### config.mk
export PLATFORM = sky130hd
export DESIGN_NAME = serial_rx
export DESIGN_NICKNAME = d
export VERILOG_FILES = /design/src/rtl/serial_rx.sv
export SDC_FILE = /design/constraint.sdc
export NUM_CORES = 1
export LEC_CHECK = 0
export BUFFER_PORTS_ARGS = -buffer_cell sky130_fd_sc_hd__buf_4
export CELL_PAD_IN_SITES_DETAIL_PLACEMENT = 1
export CELL_PAD_IN_SITES_GLOBAL_PLACEMENT = 1
export CORE_MARGIN = 1
export CORE_UTILIZATION = 44
export DETAILED_ROUTE_END_ITERATION = 10
export PLACE_DENSITY_LB_ADDON = 0.2
export SLEW_MARGIN = 20
export SYNTH_ARGS = -nofsm -noshare
export SYNTH_HDL_FRONTEND = slang
export SYNTH_SLANG_ARGS = --single-unit
### constraint.sdc
create_clock -name clk -period 2.05 [get_ports clk]
set_input_delay 0.3075 -clock clk [delete_from_list [all_inputs] [get_ports clk]]
set_output_delay 0.3075 -clock clk [all_outputs]
set_load 0.05 [all_outputs]
### src/rtl/serial_rx.sv
`default_nettype none
// ============================================================================
// Module   : serial_rx
// Brief    : Oversampled asynchronous serial receiver with configurable width,
//            parity mode and stop-bit (framing) checking.
// Revision : 1.0 - initial release
// ============================================================================
module serial_rx #(
    parameter int DATA_WIDTH   = 8,
    parameter int CLKS_PER_BIT = 16,
    parameter int PARITY_MODE  = 1
) (
    input  logic                  clk,
    input  logic                  rst,
    input  logic                  serial_in,
    output logic [DATA_WIDTH-1:0] data_out,
    output logic                  valid,
    output logic                  parity_err,
    output logic                  frame_err,
    output logic                  busy
);

    localparam int c_half  = CLKS_PER_BIT / 2;
    localparam int c_cnt_w = (CLKS_PER_BIT > 1) ? $clog2(CLKS_PER_BIT) : 1;
    localparam bit c_par_en = (PARITY_MODE == 1) || (PARITY_MODE == 2);
    localparam bit c_odd    = (PARITY_MODE == 2);

    localparam logic [c_cnt_w-1:0] c_half_cnt = c_cnt_w'(c_half);
    localparam logic [c_cnt_w-1:0] c_last_cnt = c_cnt_w'(CLKS_PER_BIT - 1);
    localparam logic [c_cnt_w-1:0] c_one      = c_cnt_w'(1);
    localparam logic [4:0]         c_last_bit = 5'(DATA_WIDTH - 1);

    typedef enum logic [2:0] {
        S_IDLE      = 3'd0,
        S_START     = 3'd1,
        S_DATA      = 3'd2,
        S_PARITY    = 3'd3,
        S_STOP      = 3'd4,
        S_WAIT_HIGH = 3'd5
    } state_t;

    state_t                  state_q, state_d;
    logic [c_cnt_w-1:0]      cnt_q, cnt_d;
    logic [4:0]              bit_q, bit_d;
    logic [DATA_WIDTH-1:0]   shift_q, shift_d;
    logic                    perr_pend_q, perr_pend_d;
    logic [DATA_WIDTH-1:0]   data_out_q, data_out_d;
    logic                    valid_q, valid_d;
    logic                    parity_err_q, parity_err_d;
    logic                    frame_err_q, frame_err_d;

    logic                    w_tick;
    logic                    w_par_exp;

    always_ff @(posedge clk) begin
        if (rst) begin
            state_q      <= S_IDLE;
            cnt_q        <= '0;
            bit_q        <= '0;
            shift_q      <= '0;
            perr_pend_q  <= 1'b0;
            data_out_q   <= '0;
            valid_q      <= 1'b0;
            parity_err_q <= 1'b0;
            frame_err_q  <= 1'b0;
        end else begin
            state_q      <= state_d;
            cnt_q        <= cnt_d;
            bit_q        <= bit_d;
            shift_q      <= shift_d;
            perr_pend_q  <= perr_pend_d;
            data_out_q   <= data_out_d;
            valid_q      <= valid_d;
            parity_err_q <= parity_err_d;
            frame_err_q  <= frame_err_d;
        end
    end

    // Every sample after the start check lands on the last count of a bit period.
    assign w_tick    = (cnt_q == c_last_cnt);
    assign w_par_exp = (^shift_q) ^ c_odd;

    always_comb begin
        state_d      = state_q;
        cnt_d        = cnt_q;
        bit_d        = bit_q;
        shift_d      = shift_q;
        perr_pend_d  = perr_pend_q;
        data_out_d   = data_out_q;
        valid_d      = 1'b0;
        parity_err_d = parity_err_q;
        frame_err_d  = frame_err_q;

        unique case (state_q)
            S_IDLE: begin
                if (!serial_in) begin
                    bit_d = '0;
                    if (CLKS_PER_BIT == 1) begin
                        state_d = S_DATA;
                        cnt_d   = '0;
                    end else begin
                        state_d = S_START;
                        cnt_d   = c_one;
                    end
                end
            end
            S_START: begin
                if (cnt_q == c_half_cnt) begin
                    cnt_d   = '0;
                    state_d = serial_in ? S_IDLE : S_DATA;
                end else begin
                    cnt_d = cnt_q + c_one;
                end
            end
            S_DATA: begin
                if (w_tick) begin
                    cnt_d   = '0;
                    shift_d = DATA_WIDTH'({serial_in, shift_q} >> 1);
                    if (bit_q == c_last_bit) begin
                        bit_d   = '0;
                        state_d = c_par_en ? S_PARITY : S_STOP;
                    end else begin
                        bit_d = bit_q + 5'd1;
                    end
                end else begin
                    cnt_d = cnt_q + c_one;
                end
            end
            S_PARITY: begin
                if (w_tick) begin
                    cnt_d       = '0;
                    perr_pend_d = serial_in ^ w_par_exp;
                    state_d     = S_STOP;
                end else begin
                    cnt_d = cnt_q + c_one;
                end
            end
            S_STOP: begin
                if (w_tick) begin
                    // Results register here so they appear together with valid.
                    cnt_d        = '0;
                    valid_d      = 1'b1;
                    data_out_d   = shift_q;
                    parity_err_d = c_par_en & perr_pend_q;
                    frame_err_d  = ~serial_in;
                    state_d      = serial_in ? S_IDLE : S_WAIT_HIGH;
                end else begin
                    cnt_d = cnt_q + c_one;
                end
            end
            S_WAIT_HIGH: begin
                if (serial_in) begin
                    state_d = S_IDLE;
                end
            end
            default: begin
                state_d = S_IDLE;
            end
        endcase
    end

    assign data_out   = data_out_q;
    assign valid      = valid_q;
    assign parity_err = parity_err_q;
    assign frame_err  = frame_err_q;
    assign busy       = (state_q != S_IDLE);

endmodule
`default_nettype wire

---- Word level (Yosys, flattened, before mapping) ----
Cells that the tools add are included.
word-level totals
  register bits after elaboration ......... 32
  output and inout bits ................... 12
  word-level logic and storage cells ...... 61
operators by class
  reductions and logical operators ........ 13
  equal/unequal tests ..................... 15
  mux-type cells .......................... 19
  bitwise logic cells ..................... 3
  $add $sub $neg .......................... 2
operators with widths
  kind                                                             count
  3-bit two-way mux                                                8
  3-bit one-hot mux with 6 select lines                            1
  5-bit two-way mux                                                3
  2-bit != test, second input constant                             7
  4-bit two-way mux                                                3
  4-bit one-hot mux with 3 select lines                            1
  5-bit one-hot mux with 2 select lines                            1
  4-bit == test, second input constant                             2
  2-bit AND reduction                                              4
  8-bit XOR reduction                                              1
  7-bit AND reduction                                              1
  3-bit by 2-bit == test with 1-bit output, second input constant  2
  3-bit == test, second input constant                             2
  3-bit nonzero test                                               2
  5-bit by 1-bit adder with 5-bit output, second input constant    1
  5-bit by 3-bit == test with 1-bit output, second input constant  1
  4-bit by 1-bit adder with 4-bit output, second input constant    1
  3-bit by 1-bit == test with 1-bit output, second input constant  1
  3-bit zero test                                                  1
  3-bit AND reduction                                              1
  3-bit OR reduction                                               1
  2-bit two-way mux                                                1
  1-bit NOT                                                        2
  2-bit nonzero test                                               1
  other kinds (3)                                                  3

---- Depth between registers and ports, before layout ----
  depth in word-level cells ............... 4
  mapped depth ............................ 6
  depth with buffers taken out ............ 6

---- Worst setup path after synthesis ----
No wires, ideal clock.
  path type ............................... reg2reg
  start ................................... register cnt_q[0]
  end ..................................... register cnt_q[3]
  path buffers ............................ 0
  slack ................................... 0.375 ns
  cell stages (with the launch flop) ...... 7
  arrival time ............................ 1.605 ns
  data required time ...................... 1.980 ns
  clock period less this slack ............ 1.675 ns
  cell sequence ........................... dfxtp_1 > inv_1 > ha_1 > and4bb_1 > or3_4 > a221o_1 > a21oi_1
between the ends
  cells in the longest elaborated chain, start to end .. 3
  elaborated cells on any way between the ends .. 6
  classes of those cells .................. add/sub (1); eq/ne (2); mux (3)
RTL lines
  what                                                                  line  text
  from (decl)                                                           43    logic [c_cnt_w-1:0] cnt_q, cnt_d;
  from (signal assigned)                                                68    cnt_q <= cnt_d;
  4-bit by 1-bit adder with 4-bit output, or another cell as far along  --
  4-bit two-way mux, on equally long branches                           --
  4-bit one-hot mux with 3 select lines *                               94    unique case (state_q)
Mark *: on every way between the ends. The rest lies on a longest branch, timed or not.
A chain may end at the register's enable or synchronous reset.

---- Worst setup path in the final report ----
  start ................................... register cnt_q[1]
  end ..................................... register perr_pend_q
between the ends
  cells in the longest elaborated chain, start to end .. 2
RTL lines
  what                                  line  text
  4-bit == test                         80    assign w_tick = (cnt_q == c_last_cnt);
  2-bit AND reduction (no source line)  --
  to (signal assigned)                  71    perr_pend_q <= perr_pend_d;
  to (decl)                             46    logic perr_pend_q, perr_pend_d;
No other way between the ends.

==> flow_summary.yaml <==
clock_network:
  post_cts_buffers: 0
  cts_resized: 0
  postCtsHoldBufs: 0
  root_buffer: "clkbuf_4"
  cts_buffers: 5
  clockBufferDepth: 2
  cts_tree: "yes"
  insertion_delay_ns: 0.33
  path_clk_slew_ns: 0.10
  h-tree-depth: 2
  cts_sinks: 32
critical_path:
  crit_type: "flip-flop to flip-flop"
  cp-end-kind: "flip-flop"
  arrival_ns: 2.10
  slowest_delay_ns: 0.55
  startpoint_type: "flip-flop"
  crit_chain: "ha_1 > and3_1 > nand4_1 > or4b_1 > o311ai_0"
  cp_slowest_cell: "or4b_1"
  worstPathRequired_ns: 2.28
  crit_fanout: 5
logic_synthesis:
  syn_area_um2: 1574
  ys.flop_type: "dfxtp_1"
  synth_edf_count: 0
  synth_cells: 176
  yosysSeqAreaShare_pct: 40.70
  synth_fp_nets: 182
  synth_top_area_share_pct: 40.70
  synthTopCellsByArea: "dfxtp_1 (41%), mux2i_1 (6.4%), nand2_1 (6.2%)"
  synth_area_leader_cell: "dfxtp_1"
  avgSynthCellArea_um2: 8.943
  yosysWarningCount: 0
  yosys-top-cells-count: "dfxtp_1 (32), nand2_1 (26), a21oi_1 (16), nor2_1 (16), mux2i_1 (10)"
  ys_ff_latch: 32
  yosysUniqueCellTypes: 49
  ys_async_sr_fraction_pct: 0
  synth_most_common_cell: "dfxtp_1"
global_route:
  antenna_found_initial: 0
  overflow: 0
  grt_pass1_wl_um: 5906
  grt_usage_pct: 21.94
  grt_pass1_vias: 1328
  grt_max_degree: 34
cells_and_area:
  layout-drive-gt1-share_pct: 14.14
  num-nets-final: 196
  synthToLayoutAreaGrowth_pct: 10.25
  antenna_cells: 0
routing:
  finalWirelength_um: 3563
  routed.top_layer: "met4"
  drtAntennaViolNets: 0
  initialDrtViolationCount: 65
  wl_per_cell_um: 15.03
  vias_per_cell: 5.443
  drt-met1-wl_um: 1503
  num_vias: 1290
  wl_met3_um: 88
  route.met2.wl_um: 1908
  route.detailed.drc: 0
  firstDrtPassIters: 4
placed_design:
  dp_hpwl_um: 2649
  routabilityCongestion: 0.8369
  port_buffers: 14
power:
  peakVddDrop_mv: 0.2991
  seq_power_share_pct: 58.3
  switching_power_mw: 0.2679
  clkPwrFrac_pct: 34.4
  internal-power_mw: 0.8243
  combPwrFrac_pct: 7.3
  p_per_area_nw_per_um2: 629.3
  netSwitchingFraction_pct: 24.53
  p_leak_nw: 0.6156
outcome:
  outcome: "complete, no violations"
floorplan:
  die-area_um2: 3820
  die_w_um: 61.81
  io_pins: 15
  rows: 21
  core_um2: 3390
  dieHeight_um: 61.81
  initial_core_util_pct: 46.44
timing:
  max-slew-margin-rel_pct: 67.04
  finalHoldViolations: 0
  fmax_mhz: 535.3
  fin_crit_ns: 1.868
  worstMarginPinSlew_ns: 0.4877
  rsz0062_at_grt: "no"
  setup_viol: 0
  finClkSkew_ns: 0.006804
  fin_tns_setup_ns: 0
  fin_crit_sh_pct: 91.13
  hold_ws_ns: 0.2368
  final-max-slew-violation-count: 0
job:
  max_cap_violations: 0
worst_hold_path:
  min_path_type: "primary input to flip-flop"
[final cells by class]
class                           instances  area, um2
Sequential cell                        32      640.6
Clock buffer                            8      58.81
Tap cell                               46      57.56
Fill cell                             409       1654
Inverter                                4      15.01
Multi-Input combinational cell        132      850.8
Timing Repair Buffer                   15      112.6
[kinds of logic after synthesis]
logic type | count (synthesis) | synth area share (%)
compound gates | 38 | 15.26
xor+xnor | 7 | 4.769
fa+ha+maj | 3 | 2.385
buf+inv | 12 | 5.246
flops | 32 | 40.70
mux | 10 | 6.360
simple gates | 74 | 25.28
[worst paths after layout]
check,cells after the start,from,end,slack [ns]
worst max register to register,5,cnt_q[1],perr_pend_q,0.18
worst min-delay path,2,serial_in,frame_err,0.24
worst min register to register,2,perr_pend_q,parity_err,0.46
worst max-delay path,5,cnt_q[1],perr_pend_q,0.18
[power groups by stage]
stage          registers, mW  clock network, mW  logic [mW]
2_1_floorplan          0.645                  0      0.0673
3_3_place_gp           0.651                  0      0.0756
3_5_place_dp           0.652                  0      0.0809
4_1_cts                0.637              0.391      0.0810
5_1_grt                0.639              0.415      0.0893
6_report               0.637              0.376      0.0797
[registers in the layout (all words and copies together), names as in the netlist]
| signal | flops |
|---|---|
| data_out | 8 |
| shift_q | 8 |
| bit_q | 5 |
| cnt_q | 4 |
| state_q | 3 |
| frame_err | 1 |
| parity_err | 1 |
| perr_pend_q | 1 |
| valid | 1 |
[worst max-delay path, delay by kind of cell, from the launching register on]
family,cells,cell delay [ns]
AO/OA/AOI/OAI,1,0.11
adder cells (fa/ha/maj),1,0.25
flip-flops,1,0.41
AND/OR/NAND/NOR,3,0.99
[layer usage]
layer | GRT usage, % | vias to the layer above
met5 | 0 | -
met3 | 6.418 | 6
met2 | 39.02 | 10
met4 | 10.48 | 0
met1 | 23.91 | 616
li1 | - | 658
[through the flow]
step / util, % / cell area, um2 / std cells / total power, mW / setup WS [ns]
after global routing: 51.20 / 1735 / 237 / 1.144 / 0.03147
final: 51.20 / 1735 / 237 / 1.092 / 0.1818
after global placement: 49.46 / 1677 / 229 / 0.7262 / 0.2742
after floorplan: - / 1574 / 176 / 0.7123 / 0.3751
after CTS: 51.20 / 1735 / 237 / 1.109 / 0.1615
after detailed placement: 49.46 / 1677 / 229 / 0.7325 / 0.2307
[cell usage in the layout (no fill, tap or decap), types with 2 or more instances in the layout]
| cell | synthesis | routed |
|---|---|---|
| or3_1 | 4 | 4 |
| dfxtp_1 | 32 | 32 |
| a31oi_1 | 2 | 2 |
| nor2_1 | 16 | 16 |
| a311oi_1 | 3 | 3 |
| nor3_1 | 2 | 2 |
| nand3b_1 | 4 | 4 |
| clkbuf_1 | 2 | 2 |
| nand2_1 | 26 | 26 |
| clkbuf_4 | 0 | 5 |
| a21oi_1 | 16 | 16 |
| o21ai_0 | 6 | 6 |
| mux2i_1 | 10 | 10 |
| buf_4 | 0 | 15 |
| nand3_1 | 4 | 4 |
| xnor2_1 | 5 | 5 |
| ha_1 | 3 | 3 |
| inv_1 | 4 | 4 |
| nand2b_1 | 2 | 2 |
(Power assumes the default switching activity.)
